`config.mk`:
```
export PLATFORM = sky130hd
export DESIGN_NAME = heap_sift_stage
export DESIGN_NICKNAME = d
export VERILOG_FILES = /design/src/rtl/heap_sift_stage.sv
export SDC_FILE = /design/constraint.sdc
export NUM_CORES = 1
export LEC_CHECK = 0
export CORE_AREA = 3 3 152 154
export DETAILED_ROUTE_END_ITERATION = 16
export DIE_AREA = 0 0 155 157
export GPL_TIMING_DRIVEN = 0
export HOLD_SLACK_MARGIN = 0.06
export SETUP_SLACK_MARGIN = 0.02
export SYNTH_ARGS = -nofsm -noshare
export SYNTH_HDL_FRONTEND = slang
export SYNTH_SLANG_ARGS = --single-unit
```
`constraint.sdc`:
```
create_clock -name clk -period 10.05 [get_ports clk]
set_clock_uncertainty 0.15 [all_clocks]
set_input_delay 2.01 -clock clk [delete_from_list [all_inputs] [get_ports clk]]
set_output_delay 2.01 -clock clk [all_outputs]
set_load 0.01 [all_outputs]
```
`src/rtl/heap_sift_stage.sv`:
```
`default_nettype none
// ============================================================================
//  Module      : heap_sift_stage
//  Description : One sift-down step of the pipelined top-K min-heap sorter.
//                Reads the two children of a node from the next level's RAM
//                during the read phase. Writes the winner into its own level's
//                RAM during the write phase. Forwards the displaced value one
//                level down. Initialises its own RAM after reset.
//  Revision    : 1.0 - initial release
// ============================================================================
module heap_sift_stage #(
   parameter int                    DATA_WIDTH = 32,
   parameter int                    LEVEL      = 1,
   parameter bit                    IS_LEAF    = 1'b0,
   parameter logic [DATA_WIDTH-1:0] INIT_VALUE = '0,
   localparam int                   IW         = (LEVEL > 1) ? LEVEL : 1
) (
   input  logic                  clk,
   input  logic                  rst,
   input  logic                  phase,
   input  logic                  in_valid,
   input  logic [DATA_WIDTH-1:0] in_value,
   input  logic [IW-1:0]         in_idx,
   output logic [LEVEL:0]        ch_addr_a,
   output logic [LEVEL:0]        ch_addr_b,
   input  logic [DATA_WIDTH-1:0] ch_q_a,
   input  logic [DATA_WIDTH-1:0] ch_q_b,
   output logic                  own_we,
   output logic [IW-1:0]         own_addr,
   output logic [DATA_WIDTH-1:0] own_data,
   output logic                  out_valid,
   output logic [DATA_WIDTH-1:0] out_value,
   output logic [LEVEL:0]        out_idx,
   output logic                  init_done,
   output logic                  err
);

   localparam int            c_CW   = LEVEL + 1;
   localparam logic [IW-1:0] c_LAST = IW'((1 << LEVEL) - 1);

   typedef enum logic [1:0] {
      ST_INIT = 2'd0,
      ST_IDLE = 2'd1,
      ST_HOLD = 2'd2
   } state_t;

   state_t                r_state;
   state_t                w_next_state;
   logic [IW-1:0]         r_cnt;
   logic                  r_init_done;
   logic                  r_err;
   logic [DATA_WIDTH-1:0] r_v;
   logic [IW-1:0]         r_idx;
   logic [DATA_WIDTH-1:0] r_c0;
   logic [DATA_WIDTH-1:0] r_c1;
   logic                  r_out_valid;
   logic [DATA_WIDTH-1:0] r_out_value;
   logic [LEVEL:0]        r_out_idx;

   logic                  w_own_we;
   logic [IW-1:0]         w_own_addr;
   logic [DATA_WIDTH-1:0] w_own_data;
   logic                  w_capture;
   logic                  w_fire;
   logic                  w_forward;
   logic                  w_sel;
   logic [DATA_WIDTH-1:0] w_min;
   logic [LEVEL:0]        w_child_base;
   logic [LEVEL:0]        w_out_idx_next;

   // Smaller child wins; a tie keeps child 0.
   assign w_sel          = (r_c1 < r_c0);
   assign w_min          = w_sel ? r_c1 : r_c0;
   assign w_child_base   = c_CW'(in_idx) << 1;
   assign w_out_idx_next = (c_CW'(r_idx) << 1) | c_CW'(w_sel);

   generate
      if (IS_LEAF) begin : g_leaf
         // Last level has no children: never reads, always keeps the value.
         assign w_forward = 1'b0;
         assign ch_addr_a = '0;
         assign ch_addr_b = '0;
      end else begin : g_node
         // Displace only when the incoming value is strictly larger.
         assign w_forward = (r_v > w_min);
         assign ch_addr_a = phase ? '0 : w_child_base;
         assign ch_addr_b = phase ? '0 : (w_child_base | c_CW'(1));
      end
   endgenerate

   // Next-state and own-RAM write port decode.
   always_comb begin
      w_next_state = r_state;
      w_own_we     = 1'b0;
      w_own_addr   = r_idx;
      w_own_data   = r_v;
      w_capture    = 1'b0;
      w_fire       = 1'b0;
      case (r_state)
         ST_INIT: begin
            w_own_we   = 1'b1;
            w_own_addr = r_cnt;
            w_own_data = INIT_VALUE;
            if (r_cnt == c_LAST) begin
               w_next_state = ST_IDLE;
            end
         end
         ST_IDLE: begin
            if (!phase && in_valid) begin
               w_capture    = 1'b1;
               w_next_state = ST_HOLD;
            end
         end
         ST_HOLD: begin
            if (phase) begin
               w_own_we     = 1'b1;
               w_own_addr   = r_idx;
               w_own_data   = w_forward ? w_min : r_v;
               w_fire       = 1'b1;
               w_next_state = ST_IDLE;
            end
         end
         default: begin
            w_next_state = ST_INIT;
         end
      endcase
   end

   // Control state: FSM, init counter, status flags and forward strobe.
   always_ff @(posedge clk) begin
      if (rst) begin
         r_state     <= ST_INIT;
         r_cnt       <= '0;
         r_init_done <= 1'b0;
         r_err       <= 1'b0;
         r_out_valid <= 1'b0;
      end else begin
         r_state     <= w_next_state;
         r_out_valid <= w_fire & w_forward;
         if (r_state == ST_INIT) begin
            r_cnt <= r_cnt + IW'(1);
            if (r_cnt == c_LAST) begin
               r_init_done <= 1'b1;
            end
         end
         if (r_state == ST_HOLD && !phase && in_valid) begin
            r_err <= 1'b1;
         end
      end
   end

   // Operand capture in the read phase and forwarded-op payload.
   always_ff @(posedge clk) begin
      if (w_capture) begin
         r_v   <= in_value;
         r_idx <= in_idx;
         r_c0  <= ch_q_a;
         r_c1  <= ch_q_b;
      end
      if (w_fire && w_forward) begin
         r_out_value <= r_v;
         r_out_idx   <= w_out_idx_next;
      end
   end

   // A pending write is suppressed while reset is held.
   assign own_we    = w_own_we & ~rst;
   assign own_addr  = w_own_addr;
   assign own_data  = w_own_data;
   assign out_valid = r_out_valid;
   assign out_value = r_out_value;
   assign out_idx   = r_out_idx;
   assign init_done = r_init_done;
   assign err       = r_err;

endmodule
`default_nettype wire

```
==> Yosys cells after proc, flatten, opt, wreduce, memory -nomap -nowiden <==
Cells that the tools add are included.
{ "totals": {"latch_bits": 0, "mem_bits_rw": 0, "regBits": 137, "out_inout_bits": 75, "mem_bits_ro": 0, "mem_count": 0} }
{ "classes": {"muxes": 16, "order_cmp": 2, "n_div": 0, "mul": 0, "n_eq_ne": 5, "bitwise": 4, "n_reduce_logical": 8, "add_sub_neg": 1, "n_shift": 0} }
{ "ops": {"columns": ["op", "n"], "rows": [
  ["32-bit 2-to-1 mux", 3],
  ["32-bit case mux with 2 select lines", 1],
  ["32-bit greater-than comparator", 1],
  ["32-bit < comparator", 1],
  ["2-bit 2-to-1 mux", 5],
  ["2-bit != test (second input constant)", 3],
  ["2-bit case mux with 3 select lines", 1],
  ["1-bit 2-to-1 mux", 5],
  ["1-bit logical AND", 4],
  ["3-bit AND reduction", 1],
  ["1-bit AND", 2],
  ["2-bit by 1-bit equality test with 1-bit output (second input constant)", 1],
  ["2-bit equality test (second input constant)", 1],
  ["2-bit zero test", 1],
  ["2-bit by 1-bit bitwise OR with 2-bit output", 1],
  ["1-bit case mux with 2 select lines", 1],
  ["2-bit AND reduction", 1],
  ["1-bit adder (second input constant)", 1],
  ["1-bit zero test", 1],
  ["1-bit inverter", 1]
]} }

==> Depth between registers and ports, before layout <==
{ "logic_depth": {"depth_word": 6, "mapped_depth": 18} }

==> Least setup slack after synthesis <==
No wires, ideal clock.
{ "synth_path": {"path_kind": "input-to-reg", "start": "in in_valid", "end": "reg r_c0[0], enable pin", "path_buffers": 0, "arrival_time_ps": 8644, "setup_slack_ps": 584, "cell_stages": 2, "cell_sequence": "nand2_1 > nor3_1"} }
{ "synth_between": {"elab_chain_cells": 3} }
{ "synth_rtl": {"columns": ["item", "line", "source"], "rows": [
  ["from (decl)", "21", "input logic in_valid,"],
  ["1-bit logical AND", "109", "if (!phase && in_valid) begin"],
  ["1-bit 2-to-1 mux", "109", null],
  ["1-bit 2-to-1 mux", "99", "case (r_state)"],
  ["named net w_capture", "63", "logic w_capture;"],
  ["to (signal assigned)", "157", "r_c0 <= ch_q_a;"],
  ["to (decl)", "54", "logic [DATA_WIDTH-1:0] r_c0;"]
]} }
The timed path passes the listed nets, and every way through them passes these cells.
A chain may end at the register's enable or synchronous reset.

==> Worst setup path after layout <==
{ "layout_path": {"start": "reg r_c0[27]", "end": "out own_data[15]"} }
{ "layout_between": {"elab_chain_cells": 6} }
{ "layout_rtl": {"columns": ["item", "line", "source"], "rows": [
  ["32-bit < comparator *", "72", "assign w_sel = (r_c1 < r_c0);"],
  ["named net w_sel", "66", "logic w_sel;"],
  ["32-bit 2-to-1 mux *", "73", "assign w_min = w_sel ? r_c1 : r_c0;"],
  ["32-bit greater-than comparator", "85", "assign w_forward = (r_v > w_min);"],
  ["32-bit 2-to-1 mux *", "118", "w_own_data = w_forward ? w_min : r_v;"],
  ["32-bit 2-to-1 mux *", "115", "if (phase) begin"],
  ["32-bit case mux with 2 select lines *", "99", null],
  ["to (decl)", "30", "output logic [DATA_WIDTH-1:0] own_data,"]
]} }
The timed path passes the listed nets; every way through them passes the cells marked *.

==> summary.md <==
| Metric | Value |
|---|---|
| Outcome | `complete, no violations` |
| CTS resizes | `0` |
| Largest area contributor in the netlist | `edfxtp_1` |
| H-Tree Depth | `4` |
| Die Y | `157 um` |
| Final min period | `8.34 ns` |
| Area of the multi-input gates | `2220 um^2` |
| Layout Cells excl Fill | `926` |
| Crit-path slowest cell | `a2111oi_0` |
| Hold_buf cts | `0` |
| Initial antenna violation count | `0` |
| Post-synthesis sequential area ratio | `0.624` |
| #FFs+latches synth | `137` |
| Hold_ws | `approximately 0.30 ns` |
| Final-stage net count | `~800` |
| Setup Buffers After CTS | `0` |
| Final Cycle Share | `0.830` |
| Most Frequent Cell on Critical Path | `o21ai_0` |
| Final Hold Vio Count | `0` |
| CP Class | `reg -> out` |
| Worst-path fanout max | `10` |
| Slowest stage delay, CP | `0.75 ns` |
| Chip Width | `155 um` |
| DR iter-0 viols | `226` |
| Cells along the critical path | `inv_1 -> ha_1 -> a21oi_1 -> o21ai_0 -> a221oi_1 -> o21ai_0 -> a21oi_4 -> buf_8 -> mux2i_1 -> ha_1 -> a21oi_1 -> o21a_1 -> o21ai_0 -> a2111oi_0 -> o21ai_1 -> nand3_1 -> buf_2 -> o2bb2ai_1 -> clkdlybuf4s50_1` |
| Number of port buffers | `174` |
| CTS tree | `built` |
| Clk pin slew, worst setup/hold paths | `0.06 ns` |
| DRC viols | `0` |
| GP Congestion | `0.798` |
| Min-Delay Path Class | `reg -> reg` |
| Mapped Area | `6500 um^2` |
| Final Setup Violations | `0` |
| Placed Cells | `895` |
| Fillers | `between 2,000 and 2,500` |
| Placeable Area | `21,800 um^2` |
| Avg Cell Area, Syn | `15.0 um^2` |
| CTS Buf Count | `17` |
| Routed WL per cell | `18.6 um` |
| Initial Util | `0.298` |
| Power, Total | `1.66 mW` |
| First-pass GRT wire length | `26,000 um` |
| Post-synth top area share | `0.605` |
| Estimated wirelength of the detail-placed design | `roughly 13,000 um` |
| CP endpoint kind | `output port` |
| # rows | `54` |
| TNS Setup | `0 ns` |
| GRT overflow | `0` |
| Data arrival time of the worst path | `6.18 ns` |
| Die footprint | `24,300 um^2` |
| DR pass1 iterations | `4` |
| Leakage | `3.58 nW` |
| Power Density | `178 nW/um^2` |
| Slew Limit Headroom | `0.435` |
| Antenna Cells | `0` |
| CP Data Required Time | `slightly below 8 ns` |
| Via count | `around 4,300` |
| Number of global-route vias before repair | `4,576` |
| Layout area overhead | `43.7%` |
| Register area | `4050 um^2` |
| Layout cells sized above 1 | `0.111` |
| Synthesized instance count | `about 430` |
| Clk_lat worst skew | `0.42 ns` |
| Most frequent cells in the layout | `clkdlybuf4s50_1, edfxtp_1, ha_1` |
| Top-level I/O count | `roughly 180` |
| Max Root-Sink Buffers | `2` |
| Root Driver | `clkbuf_16` |
| Final wirelength | `17,200 um` |
| Commonest non-fill, non-tap cell in the layout | `clkdlybuf4s50_1` |
| Syn nets | `597` |
| Least-Margin Pin Slew | `0.847 ns` |
| Clock net sink count | `137` |
| RSZ-0062 raised after global routing | `no` |
| # Max-Cap Violations | `0` |
| Synth cell types | `40` |
| Worst VDD drop | `99.7 uV` |
| CP Launch Type | `flop` |
| Final Max Tran Viols | `0` |
| Max Freq | `around 0.12 GHz` |
| GR Util All Layers | `0.143` |
| YS warnings | `0` |
| Largest cells by area after synthesis | `edfxtp_1, ha_1, mux2i_1` |
| Number of routed nets with antenna violations | `0` |
| Largest net degree at the start of global routing | `35` |
| Post-route core utilization | `0.428` |
| Drt via density | `approximately 4.7` |
-- kinds of logic after synthesis --
family / share of synthesized area
AOI/OAI and AO/OA: 0.124
and+or+nand+nor: 0.0422
DFF: 0.624
other: 0.000577
adders and majority gates: 0.121
xor gates and xnor gates: 0.00135
muxes: 0.0512
buffers and inverters: 0.0360
-- critical path: cells and delay by family (launching register included) --
kind / cells / cell delay (ns)
simple gates: 1 / 0.32
compound gates: 11 / 2.95
mux: 1 / 0.34
flops: 1 / 0.39
buf+inv: 4 / 1.19
fa+ha+maj: 2 / 0.56
-- registers in the layout, indices dropped and copies added, names as in the netlist --
register / flops
out_value: 32
r_c0: 32
r_c1: 32
r_v: 32
out_idx: 2
r_state: 2
err: 1
init_done: 1
out_valid: 1
r_cnt: 1
r_idx: 1
-- final cells by class --
class | count | share of cell area
Buffer | 12 | 0.0106
Sequential cell | 137 | 0.434
Multi-Input combinational cell | 248 | 0.237
Tap cell | 280 | 0.0375
Clock buffer | 18 | 0.0459
Clock inverter | 13 | 0.0242
Timing Repair Buffer | 182 | 0.196
Inverter | 36 | 0.0145
-- power breakdown --
group          internal (mW)  switching (mW)
clock network          0.462           0.239
registers              0.655          0.0166
logic                  0.152           0.139
total                   1.27           0.395
-- cells in the mapped netlist (all sizes together) --
cell and instances:
edfxtp 131, ha 63, inv 36, mux2i 31, o2bb2ai 31, a21oi 27
nand2 15, o21ai 12, buf 11, nor2 11, a21o 8, nand4 8
dfxtp 6, nor3 5, and4 4, nand3 4, nor2b 4, a31oi 3
o211ai 3, o21a 3, a211o 2, a221oi 2, mux2 2, a2111o 1
a2111oi 1, a211oi 1, a41o 1, clkbuf 1, conb 1, nand2b 1
nor3b 1, o211a 1, or4 1, xnor2 1
-- through the flow --
stage / cell area [um^2] / setup slack (ns)
6_report: 9340 / 1.71
5_1_grt: 9340 / 0.982
4_1_cts: 9340 / 1.53
3_5_place_dp: 8690 / 2.00
3_3_place_gp: 8590 / -2.66
2_1_floorplan: 6500 / 0.584
-- metal layers --
| layer | up-vias | part of all wire | global-route usage |
|---|---|---|---|
| met5 | - | 0 | 0 |
| met4 | 0 | 0.020 | 0.0601 |
| met3 | 24 | 0.050 | 0.0286 |
| met2 | 136 | 0.49 | 0.236 |
| met1 | 2083 | 0.44 | 0.184 |
| li1 | 2092 | - | - |
-- worst paths after layout --
kind / start / to / slack, ns / depth (start not counted)
worst max register to register: r_c0[27] / out_value[6] / 4.10 / 18
worst min-delay path: r_idx / out_idx[1] / 0.30 / 0
worst max-delay path: r_c0[27] / own_data[15] / 1.71 / 19
worst min register to register: r_idx / out_idx[1] / 0.30 / 0
Power figures use the tool's default switching activity.
